**config.mk**
```make
export PLATFORM = sky130hd
export DESIGN_NAME = mem_stage_flat
export DESIGN_NICKNAME = d
export VERILOG_FILES = /design/src/rtl/mem_stage_if.sv /design/src/rtl/mem_stage.sv /design/src/flat_wrapper.sv
export SDC_FILE = /design/constraint.sdc
export NUM_CORES = 2
export LEC_CHECK = 0
export ABC_AREA = 1
export BUFFER_PORTS_ARGS = -buffer_cell sky130_fd_sc_hd__buf_2
export CELL_PAD_IN_SITES_DETAIL_PLACEMENT = 2
export CELL_PAD_IN_SITES_GLOBAL_PLACEMENT = 2
export CORE_MARGIN = 5
export CORE_UTILIZATION = 43
export DETAILED_ROUTE_END_ITERATION = 12
export GPL_ROUTABILITY_DRIVEN = 0
export HOLD_SLACK_MARGIN = 0.03
export PLACE_DENSITY = 0.83
export SLEW_MARGIN = 20
export SYNTH_ARGS = -nofsm -noshare
export SYNTH_HDL_FRONTEND = slang
export SYNTH_SLANG_ARGS = --single-unit
```
**constraint.sdc**
```tcl
create_clock -name clk -period 3.9 [get_ports clk]
set_input_delay 0.78 -clock clk [delete_from_list [all_inputs] [get_ports clk]]
set_output_delay 0.78 -clock clk [all_outputs]
set_load 0.01 [all_outputs]
```
**src/rtl/mem_stage_if.sv**
```systemverilog
// EXE/MEM to MEM/WB bundle seen by the memory stage.
// MEM_STAT_EN adds the accessCount statistic output.
interface mem_stage_if;
  logic        writebackEnabledIn;
  logic        memoryReadEnabledIn;
  logic        memoryWriteEnabledIn;
  logic [31:0] aluResultIn;
  logic [31:0] valRmIn;
  logic [3:0]  destinationIn;
  logic        writebackEnabled;
  logic        memoryReadEnabled;
  logic [31:0] aluResult;
  logic [31:0] memData;
  logic [3:0]  destination;
  logic        freeze;
`ifdef MEM_STAT_EN
  logic [15:0] accessCount;
`endif

  modport master (
    output writebackEnabledIn,
    output memoryReadEnabledIn,
    output memoryWriteEnabledIn,
    output aluResultIn,
    output valRmIn,
    output destinationIn,
`ifdef MEM_STAT_EN
    input  accessCount,
`endif
    input  writebackEnabled,
    input  memoryReadEnabled,
    input  aluResult,
    input  memData,
    input  destination,
    input  freeze
  );

  modport slave (
    input  writebackEnabledIn,
    input  memoryReadEnabledIn,
    input  memoryWriteEnabledIn,
    input  aluResultIn,
    input  valRmIn,
    input  destinationIn,
`ifdef MEM_STAT_EN
    output accessCount,
`endif
    output writebackEnabled,
    output memoryReadEnabled,
    output aluResult,
    output memData,
    output destination,
    output freeze
  );
endinterface

```
**src/rtl/mem_stage.sv**
```systemverilog
// Memory stage: word data memory with WAIT_CYCLES latency and freeze.
// MEM_STAT_EN adds a saturating committed-access counter.
module mem_stage #(
  parameter int DEPTH       = 64,
  parameter int BASE_ADDR   = 1024,
  parameter int WAIT_CYCLES = 3
) (
  input  logic       clk,
  input  logic       rst,
  mem_stage_if.slave bus
);
  localparam int AW = (DEPTH > 1) ? $clog2(DEPTH) : 1;

  logic [31:0]   mem_q [DEPTH];
  logic [AW-1:0] idx;
  logic          wr;
  logic          rd;
  logic          req;
  logic          commit;
  logic          freeze_w;
  logic [31:0]   rdata_w;
  logic          freeze;

  assign idx = AW'((bus.aluResultIn - 32'(BASE_ADDR)) >> 2);
  assign wr  = bus.memoryWriteEnabledIn;
  assign rd  = bus.memoryReadEnabledIn & ~wr;
  assign req = wr | bus.memoryReadEnabledIn;

  if (WAIT_CYCLES == 0) begin : g_comb
    assign commit   = req;
    assign freeze_w = 1'b0;
    assign rdata_w  = mem_q[idx];
  end else begin : g_fsm
    typedef enum logic [1:0] {IDLE, BUSY, DONE} state_t;
    localparam logic [3:0] CNT_INIT = 4'(WAIT_CYCLES - 1);
    localparam state_t     FIRST    =
      (WAIT_CYCLES == 1) ? DONE : BUSY;

    state_t      state_q;
    logic [3:0]  cnt_q;
    logic [31:0] rdata_q;

    always_comb begin
      commit   = 1'b0;
      freeze_w = 1'b0;
      unique case (state_q)
        IDLE: begin
          freeze_w = req;
          commit   = req && (WAIT_CYCLES == 1);
        end
        BUSY: begin
          freeze_w = 1'b1;
          commit   = (cnt_q == 4'd1);
        end
        default: ;
      endcase
    end

    // DONE always returns to IDLE: its request is the finished one
    always_ff @(posedge clk) begin
      if (!rst) begin
        state_q <= IDLE;
        cnt_q   <= '0;
        rdata_q <= '0;
      end else begin
        if (commit && rd)
          rdata_q <= mem_q[idx];
        unique case (state_q)
          IDLE: begin
            if (req) begin
              cnt_q   <= CNT_INIT;
              state_q <= FIRST;
            end
          end
          BUSY: begin
            cnt_q <= cnt_q - 4'd1;
            if (cnt_q == 4'd1)
              state_q <= DONE;
          end
          DONE:    state_q <= IDLE;
          default: state_q <= IDLE;
        endcase
      end
    end

    assign rdata_w = rdata_q;
  end

  always_ff @(posedge clk) begin
    if (rst && commit && wr)
      mem_q[idx] <= bus.valRmIn;
  end

  assign freeze = rst & freeze_w;

  assign bus.freeze            = freeze;
  assign bus.writebackEnabled  =
    rst & bus.writebackEnabledIn & ~freeze;
  assign bus.memoryReadEnabled = rst & rd & ~freeze;
  assign bus.memData           = rst ? rdata_w : '0;
  assign bus.aluResult         = bus.aluResultIn;
  assign bus.destination       = bus.destinationIn;

`ifdef MEM_STAT_EN
  logic [15:0] acc_q;

  always_ff @(posedge clk) begin
    if (!rst)
      acc_q <= '0;
    else if (commit && acc_q != 16'hFFFF)
      acc_q <= acc_q + 16'd1;
  end

  assign bus.accessCount = acc_q;
`endif
endmodule

```
**src/flat_wrapper.sv**
```systemverilog
// flat-port wrapper written by rule: the top's interface ports become plain ports
module mem_stage_flat 
#(
  parameter int DEPTH       = 64,
  parameter int BASE_ADDR   = 1024,
  parameter int WAIT_CYCLES = 3
)
  (clk, rst, bus_writebackEnabledIn, bus_memoryReadEnabledIn, bus_memoryWriteEnabledIn, bus_aluResultIn, bus_valRmIn, bus_destinationIn, bus_writebackEnabled, bus_memoryReadEnabled, bus_aluResult, bus_memData, bus_destination, bus_freeze);
  mem_stage_if bus_i ();
  input  logic clk;
  input  logic rst;
  input wire logic [$bits(bus_i.writebackEnabledIn)-1:0] bus_writebackEnabledIn;
  input wire logic [$bits(bus_i.memoryReadEnabledIn)-1:0] bus_memoryReadEnabledIn;
  input wire logic [$bits(bus_i.memoryWriteEnabledIn)-1:0] bus_memoryWriteEnabledIn;
  input wire logic [$bits(bus_i.aluResultIn)-1:0] bus_aluResultIn;
  input wire logic [$bits(bus_i.valRmIn)-1:0] bus_valRmIn;
  input wire logic [$bits(bus_i.destinationIn)-1:0] bus_destinationIn;
  output wire logic [$bits(bus_i.writebackEnabled)-1:0] bus_writebackEnabled;
  output wire logic [$bits(bus_i.memoryReadEnabled)-1:0] bus_memoryReadEnabled;
  output wire logic [$bits(bus_i.aluResult)-1:0] bus_aluResult;
  output wire logic [$bits(bus_i.memData)-1:0] bus_memData;
  output wire logic [$bits(bus_i.destination)-1:0] bus_destination;
  output wire logic [$bits(bus_i.freeze)-1:0] bus_freeze;
  assign bus_i.writebackEnabledIn = bus_writebackEnabledIn;
  assign bus_i.memoryReadEnabledIn = bus_memoryReadEnabledIn;
  assign bus_i.memoryWriteEnabledIn = bus_memoryWriteEnabledIn;
  assign bus_i.aluResultIn = bus_aluResultIn;
  assign bus_i.valRmIn = bus_valRmIn;
  assign bus_i.destinationIn = bus_destinationIn;
  assign bus_writebackEnabled = bus_i.writebackEnabled;
  assign bus_memoryReadEnabled = bus_i.memoryReadEnabled;
  assign bus_aluResult = bus_i.aluResult;
  assign bus_memData = bus_i.memData;
  assign bus_destination = bus_i.destination;
  assign bus_freeze = bus_i.freeze;
  mem_stage #(.DEPTH(DEPTH), .BASE_ADDR(BASE_ADDR), .WAIT_CYCLES(WAIT_CYCLES)) u_core (.clk(clk), .rst(rst), .bus(bus_i));
endmodule
```
==> summary.txt <==
GRT
  • Largest net degree at the start of global routing: 125
  • Global router's overall resource usage: 0.357
  • Wire length of the first global-routing pass: 547000 um
  • Total congestion overflow after global routing: 0
  • Number of global-route vias before repair: 74000
  • Number of antenna violations at the first check in global routing: 22

Floorplan
  • Boundary pin count: 144
  • Starting density of the core: 0.433
  • Die footprint: 213000 um2
  • Die W: 461 um
  • Count of standard-cell rows: 165
  • Core box area: 203000 um2
  • Die Span Y: 461 um

Drt
  • Post-DR wirelength/cell: 34.9 um
  • Number of search-and-repair iterations in the first detailed-routing pass: 5
  • Detailed-route DRC error count: 0
  • Total length of routed wires: 385000 um
  • Via Count: 66400
  • Violation count after the first detailed-routing iteration: 7783
  • Antenna Violating Nets Remaining: 0
  • Vias per cell: 6.03

Worst setup path
  • Cells on worst reg2reg path: 9
  • Worst Setup EP: u_core.g_fsm.rdata_q[21]
  • Arrival time at the worst endpoint: 4.10 ns
  • Required time of the critical path: 4.66 ns
  • Source of the critical timing path: bus_aluResultIn[2]
  • Critical setup path kind: in -> reg
  • Kind of start point of the critical path: input port
  • Slack of the worst reg-to-reg path: 0.88 ns
  • Start of the worst register-to-register path: u_core.g_fsm.cnt_q[1]
  • Crit path max fanout: 104
  • Critical R2R Capture: u_core.mem_q[11][4]
  • Critical path endpoint category: flop

Job
  • Count of max-cap constraint violations: 0

Placed design
  • Worst setup slack before clock tree synthesis: 0.102 ns
  • Port Buffers: 83
  • Half-perimeter wire length after placement: 208000 um

Clock network
  • Clk buf depth: 3
  • Clk pin slew, worst setup/hold paths: 0.06 ns
  • Clock tree from TritonCTS: built
  • Hold-fix buffers at CTS: 0
  • Clock H-tree levels: 4
  • Clock sinks: 2086
  • Number of buffers added for setup after CTS: 0
  • Clock root buffer master: sky130_fd_sc_hd__clkbuf_16
  • Worst-skew pair later-pin latency: 0.91 ns
  • Cts bufs inserted: 217
  • Count of cells resized by post-cts repair: 0

Power
  • Static power due to leakage: 40.8 nW
  • Power density relative to cell area: 494 nW/um2
  • Worst-case vdd ir drop: 0.466 mV

Timing
  • Maximum achievable frequency: 0.300 GHz
  • Tightest Pin Transition: 1.23 ns
  • Crit path time final: 3.34 ns
  • Final hold violation count: 0
  • Hold Worst Slack: 0.315 ns
  • Accumulated negative setup slack: 0 ns
  • Final setup slack of the worst path: 0.561 ns
  • RSZ-0062 raised after global routing: false
  • Worst slew slack as a fraction of its limit: 0.182
  • Total count of max-transition violations in the final report: 0
  • Clock skew after layout: 0.0532 ns
  • Final setup vio count: 0
  • Post-route clock period utilization: 0.856

Layout
  • Area Growth Syn to Fin: 14.3%
  • Fill cells: 19700
  • Area of the multi-input gates: 19100 um2
  • Count of nets after finishing: 8220
  • Leading cell types in the layout, fill and taps excluded: sky130_fd_sc_hd__edfxtp_1 (2048), sky130_fd_sc_hd__nand2_1 (1948), sky130_fd_sc_hd__inv_1 (1268)
  • Area occupied by registers: 62300 um2
  • Most common library cell in the layout ignoring fill and taps: sky130_fd_sc_hd__edfxtp_1
  • Share of post-route cells with drive strength above 1: 0.134

Yosys
  • Count of state elements after synthesis: 2086
  • Mean Syn Cell Area: 11.0 um2
  • Number of cells produced by synthesis: 7947
  • Cell variety after synth: 27
  • Net Count, Synth: 8022
  • Sequential fraction of the synthesis area: 0.710
  • Post-Synthesis Cell Area: 87700 um2
  • Number of warnings issued by yosys: 0

Outcome
  • Result of the run: completed

Worst hold path
  • Type of the most critical hold path: in -> reg
cells in the mapped netlist:
master | instances | share of area
sky130_fd_sc_hd__inv_1 | 1268 | 0.054
sky130_fd_sc_hd__ha_1 | 2 | 0.00029
sky130_fd_sc_hd__nor3_1 | 9 | 0.00051
sky130_fd_sc_hd__nor3b_1 | 2 | 0.00017
sky130_fd_sc_hd__inv_2 | 2 | 0.000086
sky130_fd_sc_hd__buf_6 | 4 | 0.00051
sky130_fd_sc_hd__or2_2 | 320 | 0.023
sky130_fd_sc_hd__a311oi_1 | 1 | 0.00010
sky130_fd_sc_hd__a21oi_1 | 32 | 0.0018
sky130_fd_sc_hd__dfxtp_1 | 38 | 0.0087
sky130_fd_sc_hd__buf_2 | 241 | 0.014
sky130_fd_sc_hd__clkinv_1 | 1 | 0.000043
sky130_fd_sc_hd__nor2_2 | 3 | 0.00021
sky130_fd_sc_hd__nor3b_2 | 1 | 0.00014
sky130_fd_sc_hd__o211ai_1 | 152 | 0.013
sky130_fd_sc_hd__nor3_4 | 1 | 0.00019
sky130_fd_sc_hd__clkbuf_1 | 102 | 0.0044
sky130_fd_sc_hd__nand2_1 | 1949 | 0.083
sky130_fd_sc_hd__nand3_1 | 690 | 0.039
sky130_fd_sc_hd__o21ai_0 | 359 | 0.020
sky130_fd_sc_hd__buf_4 | 47 | 0.0040
sky130_fd_sc_hd__buf_1 | 18 | 0.00077
sky130_fd_sc_hd__edfxtp_1 | 2048 | 0.70
sky130_fd_sc_hd__nor2_1 | 588 | 0.025
sky130_fd_sc_hd__o21ai_1 | 67 | 0.0038
sky130_fd_sc_hd__nor4_1 | 1 | 0.000071
sky130_fd_sc_hd__a221oi_1 | 1 | 0.00010
where the power goes:
group / switching [mW] / internal [mW]
clock: 10.1 / 12.0
sequential: 0.0153 / 24.6
combinational: 2.20 / 0.600
total: 12.3 / 37.2
per-stage QoR:
step,cells,utilization,area (um2),power [mW]
floorplan,7947,-,87700,26.3
global placement,10600,0.459,93000,27.4
detailed placement,10600,0.459,93000,27.7
CTS,11000,0.495,100000,49.5
global route,11000,0.495,100000,50.6
finish,11000,0.495,100000,49.5
layer usage:
| layer | vias to the layer above | share of wire | wire, um | track usage |
|---|---|---|---|---|
| met1 | 34400 | 0.35 | 136000 | 0.415 |
| li1 | 26400 | - | - | - |
| met4 | 10 | 0.073 | 28000 | 0.223 |
| met3 | 1427 | 0.078 | 30200 | 0.0697 |
| met2 | 4188 | 0.49 | 190000 | 0.609 |
| met5 | - | 0.00018 | 71 | 0 |
registers in the layout, summed over array words and instances (netlist names):
name / cells
u_core.mem_q: 2048
u_core.g_fsm.rdata_q: 32
u_core.g_fsm.cnt_q: 4
u_core.g_fsm.state_q: 2
cell type report:
type,count,area share
Sequential cell,2086,0.621
Tap cell,2672,0.0334
Antenna cell,8,0.000200
Clock buffer,285,0.0591
Clock inverter,123,0.0119
Inverter,1271,0.0477
Multi-Input combinational cell,4178,0.191
Timing Repair Buffer,391,0.0356
cell families after synthesis:
kind of cell | after synthesis | share of synthesized area
compound gates | 612 | 0.0394
simple gates | 3564 | 0.172
flops | 2086 | 0.710
buf+inv | 1683 | 0.0779
fa+ha+maj | 2 | 0.000285
critical path, cell delays in order:
cell and delay, ns:
sky130_fd_sc_hd__buf_8 0.32, sky130_fd_sc_hd__buf_12 0.44, sky130_fd_sc_hd__buf_4 0.53, sky130_fd_sc_hd__nand2_1 0.17
sky130_fd_sc_hd__o211ai_1 0.14, sky130_fd_sc_hd__nand2_1 0.16, sky130_fd_sc_hd__o21ai_0 0.76, sky130_fd_sc_hd__nand2_1 0.25
sky130_fd_sc_hd__nor2_1 0.22, sky130_fd_sc_hd__a21oi_1 0.12
how the worst min path moves through the flow:
stage	startpoint	to	slack, ns	cells past startpoint
floorplan	u_core.g_fsm.state_q[0]	u_core.g_fsm.state_q[0]	0.43	1
global placement	u_core.g_fsm.state_q[0]	u_core.g_fsm.state_q[0]	0.45	1
detailed placement	u_core.g_fsm.state_q[0]	u_core.g_fsm.state_q[0]	0.49	1
CTS	rst	u_core.g_fsm.state_q[1]	0.28	3
global route	bus_valRmIn[18]	u_core.mem_q[54][18]	0.34	1
finish	rst	u_core.g_fsm.state_q[1]	0.31	3
(Power assumes the default switching activity.)
